[config.mk]
export PLATFORM = sky130hd
export DESIGN_NAME = pipeline_hazard_ctrl
export DESIGN_NICKNAME = d
export VERILOG_FILES = /design/src/rtl/pipe_ctrl_pkg.sv /design/src/rtl/hazard_sat_counter.sv /design/src/rtl/pipeline_hazard_ctrl.sv
export SDC_FILE = /design/constraint.sdc
export NUM_CORES = 1
export LEC_CHECK = 0
export CAP_MARGIN = 10
export CORE_AREA = 2 2 90 92
export CTS_BUF_LIST = sky130_fd_sc_hd__clkbuf_8 sky130_fd_sc_hd__clkbuf_16
export DETAILED_ROUTE_END_ITERATION = 6
export DIE_AREA = 0 0 92 94
export GPL_ROUTABILITY_DRIVEN = 0
export HOLD_SLACK_MARGIN = 0.03
export PLACE_DENSITY = 0.65
export SETUP_SLACK_MARGIN = 0.05
export SYNTH_ARGS = -nofsm -noshare
export SYNTH_HDL_FRONTEND = slang
export SYNTH_SLANG_ARGS = --single-unit
[constraint.sdc]
create_clock -name clk -period 2.6 [get_ports clk]
set_clock_uncertainty 0.05 [all_clocks]
set_input_delay 0.65 -clock clk [delete_from_list [all_inputs] [get_ports clk]]
set_output_delay 0.65 -clock clk [all_outputs]
set_load 0.005 [all_outputs]
[src/rtl/pipe_ctrl_pkg.sv]
// Shared types and constants for the pipeline stall/flush controller.
package pipe_ctrl_pkg;

  localparam int REG_IDX_W = 5;
  localparam logic [REG_IDX_W-1:0] REG_ZERO = 5'd0;

  typedef enum logic [1:0] {
    RUN      = 2'd0,
    MEM_WAIT = 2'd1,
    ERR      = 2'd2
  } state_e;

endpackage

[src/rtl/hazard_sat_counter.sv]
// Saturating event counter: increments on inc and holds at all-ones instead of wrapping.
module hazard_sat_counter #(
  parameter int W = 16
) (
  input  logic         clk,
  input  logic         rst_n,
  input  logic         inc,
  output logic [W-1:0] cnt
);

  function automatic logic [W-1:0] sat_inc(input logic [W-1:0] v);
    return (v == {W{1'b1}}) ? v : v + W'(1);
  endfunction

  always_ff @(posedge clk or negedge rst_n) begin
    if (!rst_n) begin
      cnt <= '0;
    end else if (inc) begin
      cnt <= sat_inc(cnt);
    end
  end

endmodule

[src/rtl/pipeline_hazard_ctrl.sv]
// Central stall/flush controller: load-use stalls, taken-branch squash, data-memory
// wait freeze with watchdog timeout, and saturating performance counters.
module pipeline_hazard_ctrl
  import pipe_ctrl_pkg::*;
#(
  parameter int MAX_WAIT = 16,
  parameter int CNT_W    = 16
) (
  input  logic                 clk,
  input  logic                 rst_n,
  input  logic [REG_IDX_W-1:0] id_rs,
  input  logic [REG_IDX_W-1:0] id_rt,
  input  logic                 id_uses_rt,
  input  logic                 ex_mem_read,
  input  logic [REG_IDX_W-1:0] ex_rt,
  input  logic                 mem_branch_taken,
  input  logic                 dmem_req,
  input  logic                 dmem_ready,
  output logic                 pc_write,
  output logic                 ifid_write,
  output logic                 ifid_flush,
  output logic                 idex_write,
  output logic                 idex_flush,
  output logic                 exmem_write,
  output logic                 exmem_flush,
  output logic                 mem_timeout,
  output logic [CNT_W-1:0]     cnt_loaduse,
  output logic [CNT_W-1:0]     cnt_flush,
  output logic [CNT_W-1:0]     cnt_wait
);

  localparam int              WC_W   = $clog2(MAX_WAIT + 1);
  localparam logic [WC_W-1:0] WC_MAX = WC_W'(MAX_WAIT);

  state_e          state, state_nxt;
  logic [WC_W-1:0] wait_cnt, wait_cnt_nxt;
  logic            mem_stall;
  logic            load_use;
  logic            active;
  logic            win_branch;
  logic            win_loaduse;
  logic            win_wait;

  assign mem_stall = dmem_req && !dmem_ready;
  assign load_use  = ex_mem_read && (ex_rt != REG_ZERO) &&
                     ((ex_rt == id_rs) || (id_uses_rt && (ex_rt == id_rt)));
  assign active    = (state != ERR);

  // A stalled MEM stage defers the branch; a taken branch overrides load-use.
  assign win_wait    = active && mem_stall;
  assign win_branch  = active && !mem_stall && mem_branch_taken;
  assign win_loaduse = active && !mem_stall && !mem_branch_taken && load_use;

  // Combinational so the enables gate the very edge they are computed for.
  always_comb begin
    pc_write    = 1'b0;
    ifid_write  = 1'b0;
    ifid_flush  = 1'b0;
    idex_write  = 1'b0;
    idex_flush  = 1'b0;
    exmem_write = 1'b0;
    exmem_flush = 1'b0;
    if (rst_n && active && !mem_stall) begin
      if (mem_branch_taken) begin
        pc_write    = 1'b1;
        ifid_write  = 1'b1;
        ifid_flush  = 1'b1;
        idex_write  = 1'b1;
        idex_flush  = 1'b1;
        exmem_write = 1'b1;
        exmem_flush = 1'b1;
      end else if (load_use) begin
        idex_write  = 1'b1;
        idex_flush  = 1'b1;
        exmem_write = 1'b1;
      end else begin
        pc_write    = 1'b1;
        ifid_write  = 1'b1;
        idex_write  = 1'b1;
        exmem_write = 1'b1;
      end
    end
  end

  always_comb begin
    state_nxt    = state;
    wait_cnt_nxt = wait_cnt;
    case (state)
      RUN: begin
        if (mem_stall) begin
          state_nxt    = MEM_WAIT;
          wait_cnt_nxt = WC_W'(1);
        end
      end
      MEM_WAIT: begin
        if (dmem_ready) begin
          state_nxt    = RUN;
          wait_cnt_nxt = '0;
        end else if (wait_cnt == WC_MAX) begin
          state_nxt = ERR;
        end else begin
          wait_cnt_nxt = wait_cnt + WC_W'(1);
        end
      end
      ERR:     state_nxt = ERR;
      default: state_nxt = RUN;
    endcase
  end

  always_ff @(posedge clk or negedge rst_n) begin
    if (!rst_n) begin
      state       <= RUN;
      wait_cnt    <= '0;
      mem_timeout <= 1'b0;
    end else begin
      state       <= state_nxt;
      wait_cnt    <= wait_cnt_nxt;
      mem_timeout <= (state_nxt == ERR);
    end
  end

  hazard_sat_counter #(.W(CNT_W)) u_cnt_loaduse (
    .clk   (clk),
    .rst_n (rst_n),
    .inc   (win_loaduse),
    .cnt   (cnt_loaduse)
  );

  hazard_sat_counter #(.W(CNT_W)) u_cnt_flush (
    .clk   (clk),
    .rst_n (rst_n),
    .inc   (win_branch),
    .cnt   (cnt_flush)
  );

  hazard_sat_counter #(.W(CNT_W)) u_cnt_wait (
    .clk   (clk),
    .rst_n (rst_n),
    .inc   (win_wait),
    .cnt   (cnt_wait)
  );

endmodule

==> results of run 1 <==
==> kinds of logic after synthesis <==
| logic type | Yosys count | synth area share |
|---|---|---|
| buffers and inverters | 13 | 0.0253 |
| AOI/OAI and AO/OA | 18 | 0.0505 |
| DFF | 56 | 0.488 |
| muxes | 4 | 0.0152 |
| and+or+nand+nor | 112 | 0.226 |
| xor gates and xnor gates | 57 | 0.174 |
| adders and majority gates | 5 | 0.0218 |
==> synthesized netlist by cell type (2+ instances only) <==
master,count
sky130_fd_sc_hd__dfrtp_1,56
sky130_fd_sc_hd__xnor2_1,37
sky130_fd_sc_hd__nand2_1,23
sky130_fd_sc_hd__nand3_1,23
sky130_fd_sc_hd__xor2_1,20
sky130_fd_sc_hd__nand4_1,16
sky130_fd_sc_hd__and3_1,12
sky130_fd_sc_hd__nor2_1,10
sky130_fd_sc_hd__inv_1,7
sky130_fd_sc_hd__ha_1,5
sky130_fd_sc_hd__nor3_1,5
sky130_fd_sc_hd__o21ai_0,5
sky130_fd_sc_hd__buf_4,4
sky130_fd_sc_hd__nor3_2,4
sky130_fd_sc_hd__a21oi_1,3
sky130_fd_sc_hd__and4_1,3
sky130_fd_sc_hd__nor4_1,3
sky130_fd_sc_hd__and3_4,2
sky130_fd_sc_hd__mux2_2,2
sky130_fd_sc_hd__nor4_2,2
==> flip-flops by register name (all words and copies together) (netlist names) <==
name / count
wait_cnt: 5
mem_timeout: 1
u_cnt_wait.cnt: 16
u_cnt_flush.cnt: 16
u_cnt_loaduse.cnt: 16
state: 2
==> cell type report <==
cell class                      instances  area, sq um  area share
Clock buffer                            5         68.8      0.0170
Clock inverter                          3         42.5      0.0105
Inverter                                7         26.3     0.00648
Multi-Input combinational cell        196         1440       0.356
Sequential cell                        56         1400       0.346
Tap cell                              102          128      0.0315
Timing Repair Buffer                  104          946       0.233
==> where the power goes <==
part	internal, mW	total [mW]	leakage, nW	switching (mW)
sequential	0.971	1.11	0.752	0.135
clock	0.288	0.580	0.0599	0.292
combinational	0.327	0.514	1.00	0.186
total	1.59	2.20	1.82	0.613
==> through the flow <==
| step | TNS, ps | hold slack (ps) | setup slack (ps) | utilization |
|---|---|---|---|---|
| finish | 0 | 207 | 77.8 | 0.533 |
| floorplan | 0 | 304 | 101 | - |
| global route | 0 | 195 | 32.7 | 0.533 |
| global placement | -4930 | 431 | -745 | 0.516 |
| detailed placement | -5640 | 434 | -793 | 0.516 |
| CTS | 0 | 199 | 58.3 | 0.531 |
==> cell usage in the layout (no fill, tap or decap), types with 5 or more instances in the layout <==
master and n:
sky130_fd_sc_hd__clkdlybuf4s50_1 52, sky130_fd_sc_hd__buf_4 26, sky130_fd_sc_hd__xor2_1 20, sky130_fd_sc_hd__dlygate4sd2_1 14
sky130_fd_sc_hd__xnor2_1 37, sky130_fd_sc_hd__clkbuf_8 5, sky130_fd_sc_hd__and3_1 10, sky130_fd_sc_hd__inv_1 8
sky130_fd_sc_hd__o21ai_0 5, sky130_fd_sc_hd__nand2_1 23, sky130_fd_sc_hd__nor2_1 10, sky130_fd_sc_hd__nand3_1 23
sky130_fd_sc_hd__nor3_1 5, sky130_fd_sc_hd__buf_2 6, sky130_fd_sc_hd__nand4_1 16, sky130_fd_sc_hd__ha_1 5
sky130_fd_sc_hd__dfrtp_1 56
==> per-layer routing <==
metal | part of all wire | wire length [microns]
met5 | 0 | 0
met4 | 0.0089 | 55
met3 | 0.039 | 240
met2 | 0.49 | 3030
met1 | 0.46 | 2880
==> worst max-delay path, delay by kind of cell <==
kind,cells,cell delay [ps]
buffers and inverters,2,220
AOI/OAI and AO/OA,2,340
and+or+nand+nor,2,610
==> what timing repair did <==
item                                    CTS  global route
pin swaps                                16             9
endpoints found under the setup margin    7             3
gates resized for setup                  58             5
gates cloned                              0             0
setup buffers                             0             1
==> how the worst max path moves through the flow <==
stage / end / cells past startpoint / slack (ps)
after global placement: pc_write / 6 / -740
after floorplan: pc_write / 5 / 100
final: idex_flush / 6 / 80
after CTS: idex_flush / 6 / 60
after global routing: ifid_write / 6 / 30
after detailed placement: ifid_write / 6 / -790
==> metrics.log, run 1 <==
INFO  metric finalNetCount = 397
INFO  metric grt_pass1_vias = 2252
INFO  metric worst_slew_pin_slew = 670 ps
INFO  metric die-width = 92 microns
INFO  metric drt-total-wl = 6200 microns
INFO  metric final_instance_count_excl_fillers = 473
INFO  metric clockBufferDepth = 2
INFO  metric route.vias.total = 2292
INFO  metric grt_use_total = 0.153
INFO  metric n_fill_cell = 706
INFO  metric yosysTopAreaCell = sky130_fd_sc_hd__dfrtp_1
INFO  metric die_span_y = 94 microns
INFO  metric clkSinkCount = 56
INFO  metric crit_slowest_cell = sky130_fd_sc_hd__or4_4
INFO  metric coreArea = 7610 sq um
INFO  metric power = 2.20 mW
INFO  metric synth_area_leaders = sky130_fd_sc_hd__dfrtp_1 49%, sky130_fd_sc_hd__xnor2_1 11%, sky130_fd_sc_hd__xor2_1 6.1%
INFO  metric worst-endpoint-required = 1900 ps
INFO  metric gr-total-overflow = 0
INFO  metric crit_path_cell_trace = buf_8 > or4_4 > o21ai_4 > nor2b_4 > a21o_1 > buf_2
INFO  metric global_route_wire_length_before_repair = 10700 microns
INFO  metric yosysWarnings = 0
INFO  metric clk_pin_slew = 100 ps
INFO  metric synth_cell_type_count = 43
INFO  metric busiest_layer = met2
INFO  metric rrSetupSlack = 490 ps
INFO  metric syn_area = 2870 sq um
INFO  metric setup_violations = 0
INFO  metric crit_arrival = 1820 ps
INFO  metric worst_vdd_rail_ir_drop = 321 uV
INFO  metric tritoncts = built
INFO  metric first_pass_iters = 4
INFO  metric detailed_place_hpwl = 4720 microns
INFO  metric detail_route.vias_per_cell = 4.85
INFO  metric grt.met2_usage = 0.262
INFO  metric numPortBuffers = 77
INFO  metric floorplan.rows = 32
INFO  metric grt_max_degree = 54
INFO  metric area_growth = 41.1%
INFO  metric syn-num-nets = 292
INFO  metric synth_top_area_frac = 0.488
INFO  metric path_max_fanout = 3
INFO  metric crit_start = ex_rt[2]
INFO  metric antenna_left = 0
INFO  metric maxClockFrequency = 396 MHz
INFO  metric wl_per_cell = 13.1 microns
INFO  metric crit_path_max_cell_delay = 540 ps
INFO  metric async_flop_share = 1.00
INFO  metric synth-edff-count = 0
INFO  metric finalCriticalPeriod = 2520 ps
INFO  metric root_buffer = sky130_fd_sc_hd__clkbuf_8
INFO  metric drt-initial-drc-count = 98
INFO  metric design.die.area = 8650 sq um
INFO  metric gr-usage-met1 = 0.203
INFO  metric cts_hold_buf = 0
INFO  metric globalRouteMet3Util = 0.0321
INFO  metric num_antenna_cells = 0
INFO  metric powerDensity = 543 nW/um^2
INFO  metric seq_area_frac_synth = 0.488
INFO  metric timing_max_transition_violations_final = 0
INFO  metric final.period_utilization = 0.970
INFO  metric rr_worst_depth = 7
INFO  metric grt_antenna_before_repair = 0
INFO  metric reg2reg_to = u_cnt_loaduse.cnt[12]
INFO  metric numCtsBuffers = 5
INFO  metric drc = 0
INFO  metric postSynthAreaPerCell = 10.8 sq um
INFO  metric rsz_0062_raised_after_global_routing = true
INFO  metric finalInstanceArea = 4050 sq um
INFO  metric final_hold_violation_count = 0
INFO  metric clock_latency_late_sink = 310 ps
INFO  metric setup.worst_path.start_class = input pin
INFO  metric cp-end-kind = primary output
INFO  metric io_pins = 78
INFO  metric r2r-start = u_cnt_loaduse.cnt[0]
INFO  metric ys_flop_type = sky130_fd_sc_hd__dfrtp_1
INFO  metric placedInstanceArea = 3930 sq um
INFO  metric slew_headroom = 0.553
INFO  metric maxCapViolCount = 0
INFO  metric worst_hold_path_type = input pin to async pin
INFO  metric setup.worst_path.class = input pin to primary output
INFO  metric synthCells = 265
INFO  metric status = complete, no violations
INFO  metric layout_cells_sized_above_1 = 0.186
INFO  metric place_inst = 464
INFO  metric floorplan.initialDensity = 0.378
INFO  metric cellLeakagePower = 1.82 nW
INFO  metric number_of_flip_flops_and_latches_in_the_synthesized_netlist = 56
INFO  metric htree_num_levels = 2
(Power assumes the default switching activity.)
==> inputs of run 2 (changes only) <==
Settings changed: CORE_AREA 2 2 90 92 to 2 2 88 90, DIE_AREA 0 0 92 94 to 0 0 90 92, PLACE_DENSITY 0.65 to 0.67.
==> run 2 against run 1 <==
  * The flow now finishes with violations (setup timing)
  * Hold slack better by 100 ps
  * Final cell count grew 3.2%
  * Critical path depth is 2 higher
  * Clock power fell by 16%
  * Final area is 4.3% higher
  * Combinational power increased by 5.1%
  * Critical path type unchanged
  * Highest routed layer unchanged
==> metrics.log, run 2 (same netlist as run 1, synthesis figures left out) <==
INFO  metric cellLeakagePower = 1.92 nW (was 1.82 nW)
INFO  metric worst_slew_pin_slew = 580 ps (was 670 ps)
INFO  metric grt_antenna_before_repair = 0 (unchanged)
INFO  metric rrSetupSlack = 430 ps (was 490 ps)
INFO  metric detailed_place_hpwl = 4920 microns (was 4720 microns)
INFO  metric comb_power_share = 0.253 (was 0.233)
INFO  metric gr-total-overflow = 0 (unchanged)
INFO  metric critPathTopFamily = buffers and inverters (was simple AND/OR/NAND/NOR gates)
INFO  metric busiest_layer = met2 (unchanged)
INFO  metric htree_num_levels = 2 (unchanged)
INFO  metric crit_cells = 8 (was 6)
INFO  metric crit_slowest_cell = sky130_fd_sc_hd__dlygate4sd2_1 (was sky130_fd_sc_hd__or4_4)
INFO  metric globalRouteMet3Util = 0.0320 (was 0.0321)
INFO  metric status = finished with violations (was complete, no violations)
INFO  metric floorplan.rows = 32 (unchanged)
INFO  metric design.die.area = 8280 sq um (was 8650 sq um)
INFO  metric tritoncts = built (unchanged)
INFO  metric path_max_fanout = 2 (was 3)
INFO  metric grt_pass1_vias = 2354 (was 2252)
INFO  metric cts_hold_buf = 0 (unchanged)
INFO  metric timing_max_transition_violations_final = 0 (unchanged)
INFO  metric drt-total-wl = 6770 microns (was 6200 microns)
INFO  metric critical_path.n_buffers_inverters = 3 (was 2)
INFO  metric antenna_left = 0 (unchanged)
INFO  metric drc = 0 (unchanged)
INFO  metric grt_use_total = 0.169 (was 0.153)
INFO  metric final_common_cell = sky130_fd_sc_hd__dfrtp_1 (unchanged)
INFO  metric p_int = 1.51 mW (was 1.59 mW)
INFO  metric crit_path_cell_trace = dlygate4sd2_1 > xnor2_1 > nand3_1 > o22ai_2 > nor2b_4 > buf_6 > a21o_1 > buf_2 (was buf_8 > or4_4 > o21ai_4 > nor2b_4 > a21o_1 > buf_2)
INFO  metric rsz_0062_raised_after_global_routing = true (unchanged)
INFO  metric first_pass_iters = 4 (unchanged)
INFO  metric clock_latency_late_sink = 310 ps (about the same)
INFO  metric clk_pin_slew = 110 ps (was 100 ps)
INFO  metric worst_vdd_rail_ir_drop = 335 uV (was 321 uV)
INFO  metric final_core_utilization = 0.568 (was 0.533)
INFO  metric floorplan.initialDensity = 0.386 (was 0.378)
INFO  metric sw_frac_of_total = 0.295 (was 0.279)
INFO  metric maxCapViolCount = 0 (unchanged)
INFO  metric numCtsBuffers = 5 (unchanged)
INFO  metric setup.worst_path.class = input pin to primary output (unchanged)
INFO  metric powerDensity = 505 nW/um^2 (was 543 nW/um^2)
INFO  metric numPortBuffers = 77 (unchanged)
INFO  metric grt.met2_usage = 0.288 (was 0.262)
INFO  metric num_antenna_cells = 0 (unchanged)
INFO  metric io_pins = 78 (unchanged)
INFO  metric detail_route.vias_per_cell = 4.89 (was 4.85)
INFO  metric die-width = 90 microns (was 92 microns)
INFO  metric clockBufferDepth = 2 (unchanged)
INFO  metric area_growth = 47.1% (was 41.1%)
INFO  metric n_fill_cell = 668 (was 706)
INFO  metric setup.worst_path.start_class = input pin (unchanged)
INFO  metric drt-initial-drc-count = 64 (was 98)
INFO  metric wl_per_cell = 13.9 microns (was 13.1 microns)
INFO  metric grt_max_degree = 23 (was 54)
INFO  metric crit_arrival = 1930 ps (was 1820 ps)
INFO  metric setup_violations = 1 (was 0)
INFO  metric finalNetCount = 412 (was 397)
INFO  metric slew_headroom = 0.613 (was 0.553)
INFO  metric final_critical_path_setup_slack = -30.3 ps (was 77.8 ps)
INFO  metric clock_network_fraction_of_total_power = 0.228 (was 0.264)
INFO  metric final_hold_violation_count = 0 (unchanged)
INFO  metric r2r-start = u_cnt_loaduse.cnt[0] (unchanged)
INFO  metric maxClockFrequency = 380 MHz (was 396 MHz)
INFO  metric rr_worst_depth = 8 (was 7)
INFO  metric gr-usage-met1 = 0.222 (was 0.203)
INFO  metric share_seq_of_total_power = 0.519 (was 0.503)
INFO  metric final.period_utilization = 1.01 (was 0.970)
INFO  metric root_buffer = sky130_fd_sc_hd__clkbuf_8 (unchanged)
INFO  metric clkSinkCount = 56 (unchanged)
INFO  metric worst-endpoint-required = 1900 ps (about the same)
INFO  metric failed_checks = setup timing
INFO  metric route.vias.total = 2386 (was 2292)
INFO  metric coreArea = 7450 sq um (was 7610 sq um)
INFO  metric worst_hold_path_type = input pin to async pin (unchanged)
INFO  metric crit_path_max_cell_delay = 250 ps (was 540 ps)
INFO  metric switchingPower = 0.629 mW (was 0.613 mW)
INFO  metric finalCriticalPeriod = 2630 ps (was 2520 ps)
INFO  metric cp-end-kind = primary output (unchanged)
INFO  metric biggestRegsByFlops = u_cnt_flush.cnt x16, u_cnt_loaduse.cnt x16, u_cnt_wait.cnt x16 (unchanged)
INFO  metric most-common-layout-cells = 56 x sky130_fd_sc_hd__dfrtp_1, 52 x sky130_fd_sc_hd__clkdlybuf4s50_1, 39 x sky130_fd_sc_hd__buf_4, 37 x sky130_fd_sc_hd__xnor2_1 (was 56 x sky130_fd_sc_hd__dfrtp_1, 52 x sky130_fd_sc_hd__clkdlybuf4s50_1, 37 x sky130_fd_sc_hd__xnor2_1, 26 x sky130_fd_sc_hd__buf_4)
INFO  metric reg2reg_to = u_cnt_loaduse.cnt[4] (was u_cnt_loaduse.cnt[12])
INFO  metric global_route_wire_length_before_repair = 11400 microns (was 10700 microns)
INFO  metric layout_cells_sized_above_1 = 0.233 (was 0.186)
INFO  metric die_span_y = 92 microns (was 94 microns)
INFO  metric placedInstanceArea = 3960 sq um (was 3930 sq um)
INFO  metric finalInstanceArea = 4230 sq um (was 4050 sq um)
-- run 2: worst max path at each step --
stage / endpoint / startpoint
finish: idex_flush / id_rs[2]
global placement: pc_write / ex_rt[1]
detailed placement: pc_write / ex_rt[1]
CTS: idex_flush / ex_rt[4]
global route: idex_flush / id_rs[2]
floorplan: pc_write / ex_rt[1]
-- run 2: worst register-to-register path, delay by kind of cell, from the launching register on --
kind | cells | cell delay, ps
DFF | 1 | 470
adders and majority gates | 1 | 280
AOI/OAI and AO/OA | 1 | 450
and+or+nand+nor | 3 | 400
buffers and inverters | 2 | 290
xor gates and xnor gates | 1 | 150
-- run 2: cell type report --
| class | count | area, sq um | share of cell area |
|---|---|---|---|
| multi-input combinational | 196 | 1500 | 0.355 |
| sequential | 56 | 1400 | 0.332 |
| timing repair buffer | 119 | 1080 | 0.255 |
| tap | 102 | 128 | 0.0302 |
| clock buffer | 5 | 68.8 | 0.0163 |
| inverter | 7 | 26.3 | 0.00622 |
| clock inverter | 3 | 21.3 | 0.00503 |
-- run 2: power groups by stage --
| stage | Clock, mW | Combinational [mW] | Sequential [mW] |
|---|---|---|---|
| floorplan | 0 | 0.206 | 1.10 |
| global placement | 0 | 0.519 | 1.12 |
| detailed placement | 0 | 0.534 | 1.13 |
| CTS | 0.505 | 0.548 | 1.11 |
| global route | 0.544 | 0.590 | 1.13 |
| finish | 0.486 | 0.540 | 1.11 |
-- run 2: what timing repair did --
item,in CTS,in global routing
buffers inserted,12,3
setup endpoints to repair,7,17
pin swaps,19,10
resized for setup,70,4
gates cloned,1,0
-- run 2: stage by stage --
stage                     setup WS (ps)  instances  power, mW  hold slack [ps]  setup TNS (ps)
after floorplan                     101        265       1.31              304               0
after global placement             -803        468       1.64              428           -4430
after detailed placement           -835        468       1.66              436           -4660
after CTS                         -48.5        488       2.16              318           -48.5
after global routing              -64.4        488       2.26              317           -64.4
final                             -30.3        488       2.14              308           -30.3
-- run 2: per-layer routing --
layer,share of wire,vias to the layer above
met2,0.49,60
met5,0,-
met4,0.013,0
met3,0.042,6
li1,-,1163
met1,0.46,1157
